--- config.mk ---
export PLATFORM = sky130hd
export DESIGN_NAME = async_edge_sync_bank
export DESIGN_NICKNAME = d
export VERILOG_FILES = /design/src/rtl/async_edge_sync_bank.sv
export SDC_FILE = /design/constraint.sdc
export NUM_CORES = 1
export LEC_CHECK = 0
export BUFFER_PORTS_ARGS = -buffer_cell sky130_fd_sc_hd__buf_2
export CAP_MARGIN = 10
export CORE_AREA = 2 2 39 41
export CTS_CLUSTER_SIZE = 16
export DETAILED_ROUTE_END_ITERATION = 10
export DIE_AREA = 0 0 41 43
export PLACE_DENSITY_LB_ADDON = 0.08
export RECOVER_POWER = 25
export SLEW_MARGIN = 10
export SYNTH_ARGS = -nofsm -noshare
export SYNTH_HDL_FRONTEND = slang
export SYNTH_SLANG_ARGS = --single-unit
--- constraint.sdc ---
create_clock -name sys_clock -period 1.7 [get_ports sys_clock]
set_input_delay 0.255 -clock sys_clock [delete_from_list [all_inputs] [get_ports sys_clock]]
set_output_delay 0.255 -clock sys_clock [all_outputs]
set_load 0.1 [all_outputs]
--- src/rtl/async_edge_sync_bank.sv ---
// ---------------------------------------------------------------------------
// async_edge_sync_bank
//
// Purpose
//   A bank of independent channels that bring asynchronous pins or slow
//   emulated strobes (PHI2, R/W, IRQ, NMI, RDY, ...) into the sys_clock
//   domain. Each channel has:
//     * an N-stage synchroniser
//     * an optional glitch filter
//     * registered, one-cycle rising/falling edge pulses
//   Slow legacy strobes can then be handled as data rather than as clocks.
//
// Parameters
//   CHANNELS      number of independent channels (>= 1)
//   SYNC_STAGES   synchroniser flops per channel (>= 2)
//   FILTER_CYCLES consecutive synchronised samples of a new level needed
//                 before that level is accepted; 0 bypasses the filter
//
// Optional feature
//   ASYNC_EDGE_STICKY_EN : when defined, adds sticky per-channel event flags
//   (rise_pending / fall_pending) and a write-one-to-clear input
//   (clear_pending). When undefined, these ports and their logic are absent.
//
// Ports
//   sys_clock     in   system clock
//   reset         in   asynchronous, active-high reset
//   async_in      in   [CHANNELS] asynchronous inputs
//   clear_pending in   [CHANNELS] W1C for the pending flags (sticky build only)
//   rise_pending  out  [CHANNELS] sticky rising-event flags (sticky build only)
//   fall_pending  out  [CHANNELS] sticky falling-event flags (sticky build only)
//   level         out  [CHANNELS] filtered, synchronised level
//   rising_edge   out  [CHANNELS] one-cycle pulse on an accepted 0->1
//   falling_edge  out  [CHANNELS] one-cycle pulse on an accepted 1->0
//   any_edge      out  OR of every rising_edge and falling_edge bit
//
// Timing
//   If async_in is first sampled high at edge k, then level and rising_edge
//   are high after edge k + SYNC_STAGES + max(FILTER_CYCLES,1) - 1.
//   level, rising_edge and falling_edge all update on the same edge.
//   any_edge is combinational from the registered pulses, so it adds no
//   latency.
//
// Interface semantics
//   No handshake. Every output is a per-cycle level or pulse. A pulse is
//   valid for exactly the one sys_clock cycle in which it is high.
// ---------------------------------------------------------------------------
module async_edge_sync_bank #(
  parameter int CHANNELS      = 4,
  parameter int SYNC_STAGES   = 2,
  parameter int FILTER_CYCLES = 0
) (
  input  logic                sys_clock,
  input  logic                reset,
  input  logic [CHANNELS-1:0] async_in,
`ifdef ASYNC_EDGE_STICKY_EN
  input  logic [CHANNELS-1:0] clear_pending,
  output logic [CHANNELS-1:0] rise_pending,
  output logic [CHANNELS-1:0] fall_pending,
`endif
  output logic [CHANNELS-1:0] level,
  output logic [CHANNELS-1:0] rising_edge,
  output logic [CHANNELS-1:0] falling_edge,
  output logic                any_edge
);

  // -------------------------------------------------------------------------
  // Synchroniser.
  // Row 0 samples async_in. The last row is the synchronised value.
  // One packed row per stage lets the whole bank shift as a single vector.
  // -------------------------------------------------------------------------
  logic [SYNC_STAGES-1:0][CHANNELS-1:0] sync_q;
  logic [SYNC_STAGES-1:0][CHANNELS-1:0] sync_d;
  logic [CHANNELS-1:0]                  sync_w;

  always_comb begin
    sync_d = {sync_q[SYNC_STAGES-2:0], async_in};
  end

  always_ff @(posedge sys_clock or posedge reset) begin
    if (reset) begin
      sync_q <= '0;
    end else begin
      sync_q <= sync_d;
    end
  end

  assign sync_w = sync_q[SYNC_STAGES-1];

  // -------------------------------------------------------------------------
  // Level and edge registers
  // -------------------------------------------------------------------------
  logic [CHANNELS-1:0] level_q;
  logic [CHANNELS-1:0] level_d;
  logic [CHANNELS-1:0] rising_q;
  logic [CHANNELS-1:0] rising_d;
  logic [CHANNELS-1:0] falling_q;
  logic [CHANNELS-1:0] falling_d;

  // -------------------------------------------------------------------------
  // Glitch filter.
  // level_d is produced here, either straight from the synchroniser or
  // through a per-channel run-length counter.
  // -------------------------------------------------------------------------
  generate
    if (FILTER_CYCLES == 0) begin : g_bypass

      always_comb begin
        level_d = sync_w;
      end

    end else begin : g_filter

      localparam int CW = $clog2(FILTER_CYCLES + 1);
      // Count value at which the Nth consecutive differing sample arrives.
      localparam logic [CW-1:0] CNT_LAST = CW'(FILTER_CYCLES - 1);

      logic [CHANNELS-1:0][CW-1:0] cnt_q;
      logic [CHANNELS-1:0][CW-1:0] cnt_d;

      // The counter holds how many consecutive samples so far have differed
      // from the accepted level. Any sample that agrees with the level
      // discards the run, so pulses shorter than FILTER_CYCLES never reach
      // the level register.
      always_comb begin
        cnt_d   = cnt_q;
        level_d = level_q;
        for (int i = 0; i < CHANNELS; i++) begin
          if (sync_w[i] == level_q[i]) begin
            cnt_d[i] = '0;
          end else if (cnt_q[i] == CNT_LAST) begin
            level_d[i] = sync_w[i];
            cnt_d[i]   = '0;
          end else begin
            cnt_d[i] = cnt_q[i] + CW'(1);
          end
        end
      end

      always_ff @(posedge sys_clock or posedge reset) begin
        if (reset) begin
          cnt_q <= '0;
        end else begin
          cnt_q <= cnt_d;
        end
      end

    end
  endgenerate

  // -------------------------------------------------------------------------
  // Edge detection.
  // Edges are taken from the level about to be registered, so a pulse lines
  // up with the cycle in which the new level first appears. A channel's level
  // moves only one way per cycle, so its rising and falling pulses can never
  // be high together.
  // -------------------------------------------------------------------------
  always_comb begin
    rising_d  = level_d & ~level_q;
    falling_d = ~level_d & level_q;
  end

  always_ff @(posedge sys_clock or posedge reset) begin
    if (reset) begin
      level_q   <= '0;
      rising_q  <= '0;
      falling_q <= '0;
    end else begin
      level_q   <= level_d;
      rising_q  <= rising_d;
      falling_q <= falling_d;
    end
  end

  assign level        = level_q;
  assign rising_edge  = rising_q;
  assign falling_edge = falling_q;
  assign any_edge     = |(rising_q | falling_q);

`ifdef ASYNC_EDGE_STICKY_EN
  // -------------------------------------------------------------------------
  // Sticky event flags.
  // A flag sets in the cycle after its edge pulse. A clear that arrives in
  // the same cycle as the pulse loses, so no event is dropped by a
  // software clear that races a new edge.
  // -------------------------------------------------------------------------
  logic [CHANNELS-1:0] rise_pend_q;
  logic [CHANNELS-1:0] rise_pend_d;
  logic [CHANNELS-1:0] fall_pend_q;
  logic [CHANNELS-1:0] fall_pend_d;

  always_comb begin
    rise_pend_d = rising_q  | (rise_pend_q & ~clear_pending);
    fall_pend_d = falling_q | (fall_pend_q & ~clear_pending);
  end

  always_ff @(posedge sys_clock or posedge reset) begin
    if (reset) begin
      rise_pend_q <= '0;
      fall_pend_q <= '0;
    end else begin
      rise_pend_q <= rise_pend_d;
      fall_pend_q <= fall_pend_d;
    end
  end

  assign rise_pending = rise_pend_q;
  assign fall_pending = fall_pend_q;
`endif

endmodule
==> metrics.yaml <==
finish:
  drive_gt1_share_pct: 57.41
  final_area_um2: 728.2
  nets: 61
  n_antenna_cell: 0
  areaGrowthSynthToFinish_pct: 27.63
  final_cell_count_no_fill: 70
  fillCellCount: 119
critical_path:
  crit_chain: "nor4_2 > nand2_2 > buf_4"
  crit_required_ns: 1.44
  critPathMaxStageDelay_ns: 0.42
  critPathArrivalTime_ns: 1.33
  cp-start-kind: "flip-flop"
  rr_worst_depth: 1
  cp_slowest_cell: "dfrtp_2"
  reg2reg_from: "level_d[1]"
  rr_endpoint: "rising_edge[1]"
  end_kind: "output pin"
  rrSetupSlack_ns: 1.06
  cp_max_fo: 2
  critPathKind: "reg -> out"
floorplanning:
  fp.dieH_um: 43
  num_rows: 14
  start_util_pct: 41.23
  io_pins: 19
  core_mm2: 0.001384
  die_area_mm2: 0.001763
  die_w_um: 41
clock_network:
  clockRootBuffer: "clkbuf_4"
  clk_latency_ns: 0.28
  cts_made_buffers: 3
  post_cts_buffers: 0
  path_clk_slew_ns: 0.10
  htreeDepth: 1
  cts.sinks: 20
  ctsLongestPathBuffers: 2
  cts_tree: "yes"
timing:
  setup_slack_ns: 0.1105
  fin_setup_tns_ns: 0
  slew_headroom_pct: 54.35
  setup_violations: 0
  tightest_slew_ns: 0.6840
  fmaxAchievable_ghz: 0.6291
  period_needed_ns: 1.590
  clock_skew_ns: 0.005492
  rsz0062_at_grt: "false"
  hold_violations: 0
  fin_crit_sh_pct: 93.50
  slew_viol_final: 0
route:
  routed.top_layer: "met3"
  avgViaCountPerCell: 4.457
  ant_nets: 0
  dr_wl_met3_um: 74
  wl_met1_um: 266
  wl_per_cell_um: 10.50
  drt-initial-drc-count: 4
  drc_errors: 0
  dr.pass1.iters: 4
  routed_wl_um: 735
  vias: 312
  wl_met2_um: 393
logic_synthesis:
  yosysWarningCount: 0
  yosysTopAreaCellShare_pct: 87.72
  syn_area_um2: 570.5
  yosysSeqAreaShare_pct: 87.72
  synth_top_cell_by_area: "dfrtp_1"
  ys_ff_latch: 20
  synthFlopType: "dfrtp_1"
  synth_area_leaders: "dfrtp_1 (88%), nor2b_1 (8.8%), nor4_1 (2.2%)"
  synth_top_cells_by_count: "dfrtp_1 (20), nor2b_1 (8), nor4_1 (2)"
  syn_avg_cell_area_um2: 17.83
  synth_cells: 32
  yosysMostFrequentCell: "dfrtp_1"
  synthDistinctLibCells: 5
  async_reset_ff_share_pct: 100.0
  synthesis.nets: 38
  synth-edff-count: 0
power_and_ir_drop:
  fin_total_pwr_uw: 888.0
  p_leak_nw: 0.3526
  powerDensity_mw_per_mm2: 1219
  ir_worst_vdd_uv: 610.6
global_routing:
  grt_pass1_wl_um: 1152
  grt_pass1_vias: 295
  grt_max_degree: 21
  antenna_found_initial: 0
  globalRouteTotalUtil_pct: 10.84
  globalRouteOverflowTotal: 0
job:
  max-cap-violations: 0
place:
  gp_congestion: 0.5568
  preCtsSetupSlack_ns: 0.3132
  dp.cells: 66
  placed_area_um2: 693.2
  portBuffers: 18
  hpwl_um: 583
run_status:
  status: "finished clean"
hold_path:
  hold_path_class: "in -> async"
==> repair_timing <==
| action | CTS | global route |
|---|---|---|
| resized for setup | 1 | 2 |
| hold buffers | 0 | 0 |
| setup endpoints to repair | 1 | 1 |
| hold endpoints to repair | 0 | 0 |
==> kinds of logic after synthesis <==
family                 after synthesis  share of synthesized area [%]
DFF                                 20                          87.72
and+or+nand+nor                     11                          11.62
buffers and inverters                1                         0.6573
==> cell usage in the layout, fill, tap and decap left out, drive strengths merged <==
| master | instances |
|---|---|
| buf | 18 |
| clkbuf | 4 |
| dfrtp | 20 |
| inv | 1 |
| nand2 | 1 |
| nor2b | 8 |
| nor4 | 2 |
==> how the worst max path moves through the flow <==
stage / from / to / slack, ns / cells after the start
global placement: falling_edge[2] / any_edge / 0.36 / 3
floorplan: falling_edge[0] / any_edge / 0.1 / 2
detailed placement: falling_edge[0] / any_edge / 0.31 / 3
global route: falling_edge[0] / any_edge / 0.03 / 3
CTS: falling_edge[0] / any_edge / 0.03 / 3
finish: falling_edge[0] / any_edge / 0.11 / 3
==> stage by stage <==
step	hold WS, ns	util [%]
after detailed placement	0.3395	50.09
after global placement	0.3359	50.09
after CTS	0.06346	52.44
final	0.05584	52.62
after global routing	0.04163	52.62
after floorplan	0.2183	-
==> worst max-delay path: cells and delay by family, from the launching register on <==
family        cells  cell delay (ns)
flops             1             0.42
simple gates      2             0.39
buf+inv           1             0.24
==> layer usage <==
layer	global-route usage, %	vias up
li1	-	142
met1	10.22	155
met2	16.25	15
met3	6.283	0
met4	8.000	0
met5	0	-
==> registers in the layout, summed over array words and instances, names as in the netlist <==
name and cells:
level_d 4, falling_edge 4, rising_edge 4, level 4, sync_d 4
==> power by group <==
part           leakage, nW  switching (mW)  internal (mW)
combinational        0.105           0.139         0.0230
clock               0.0150           0.121         0.0910
sequential           0.232          0.0130          0.501
total                0.353           0.273          0.615
==> area by class of cell <==
cell class	instances	area (um^2)	share of cell area [%]
clock buffers	4	26.28	3.608
inverters	1	3.754	0.5155
multi-input cells	11	75.07	10.31
flip-flops and latches	20	510.5	70.10
well taps	16	20.02	2.749
repair buffers	18	92.59	12.71
Note: power is estimated with default switching activity, not from simulation.
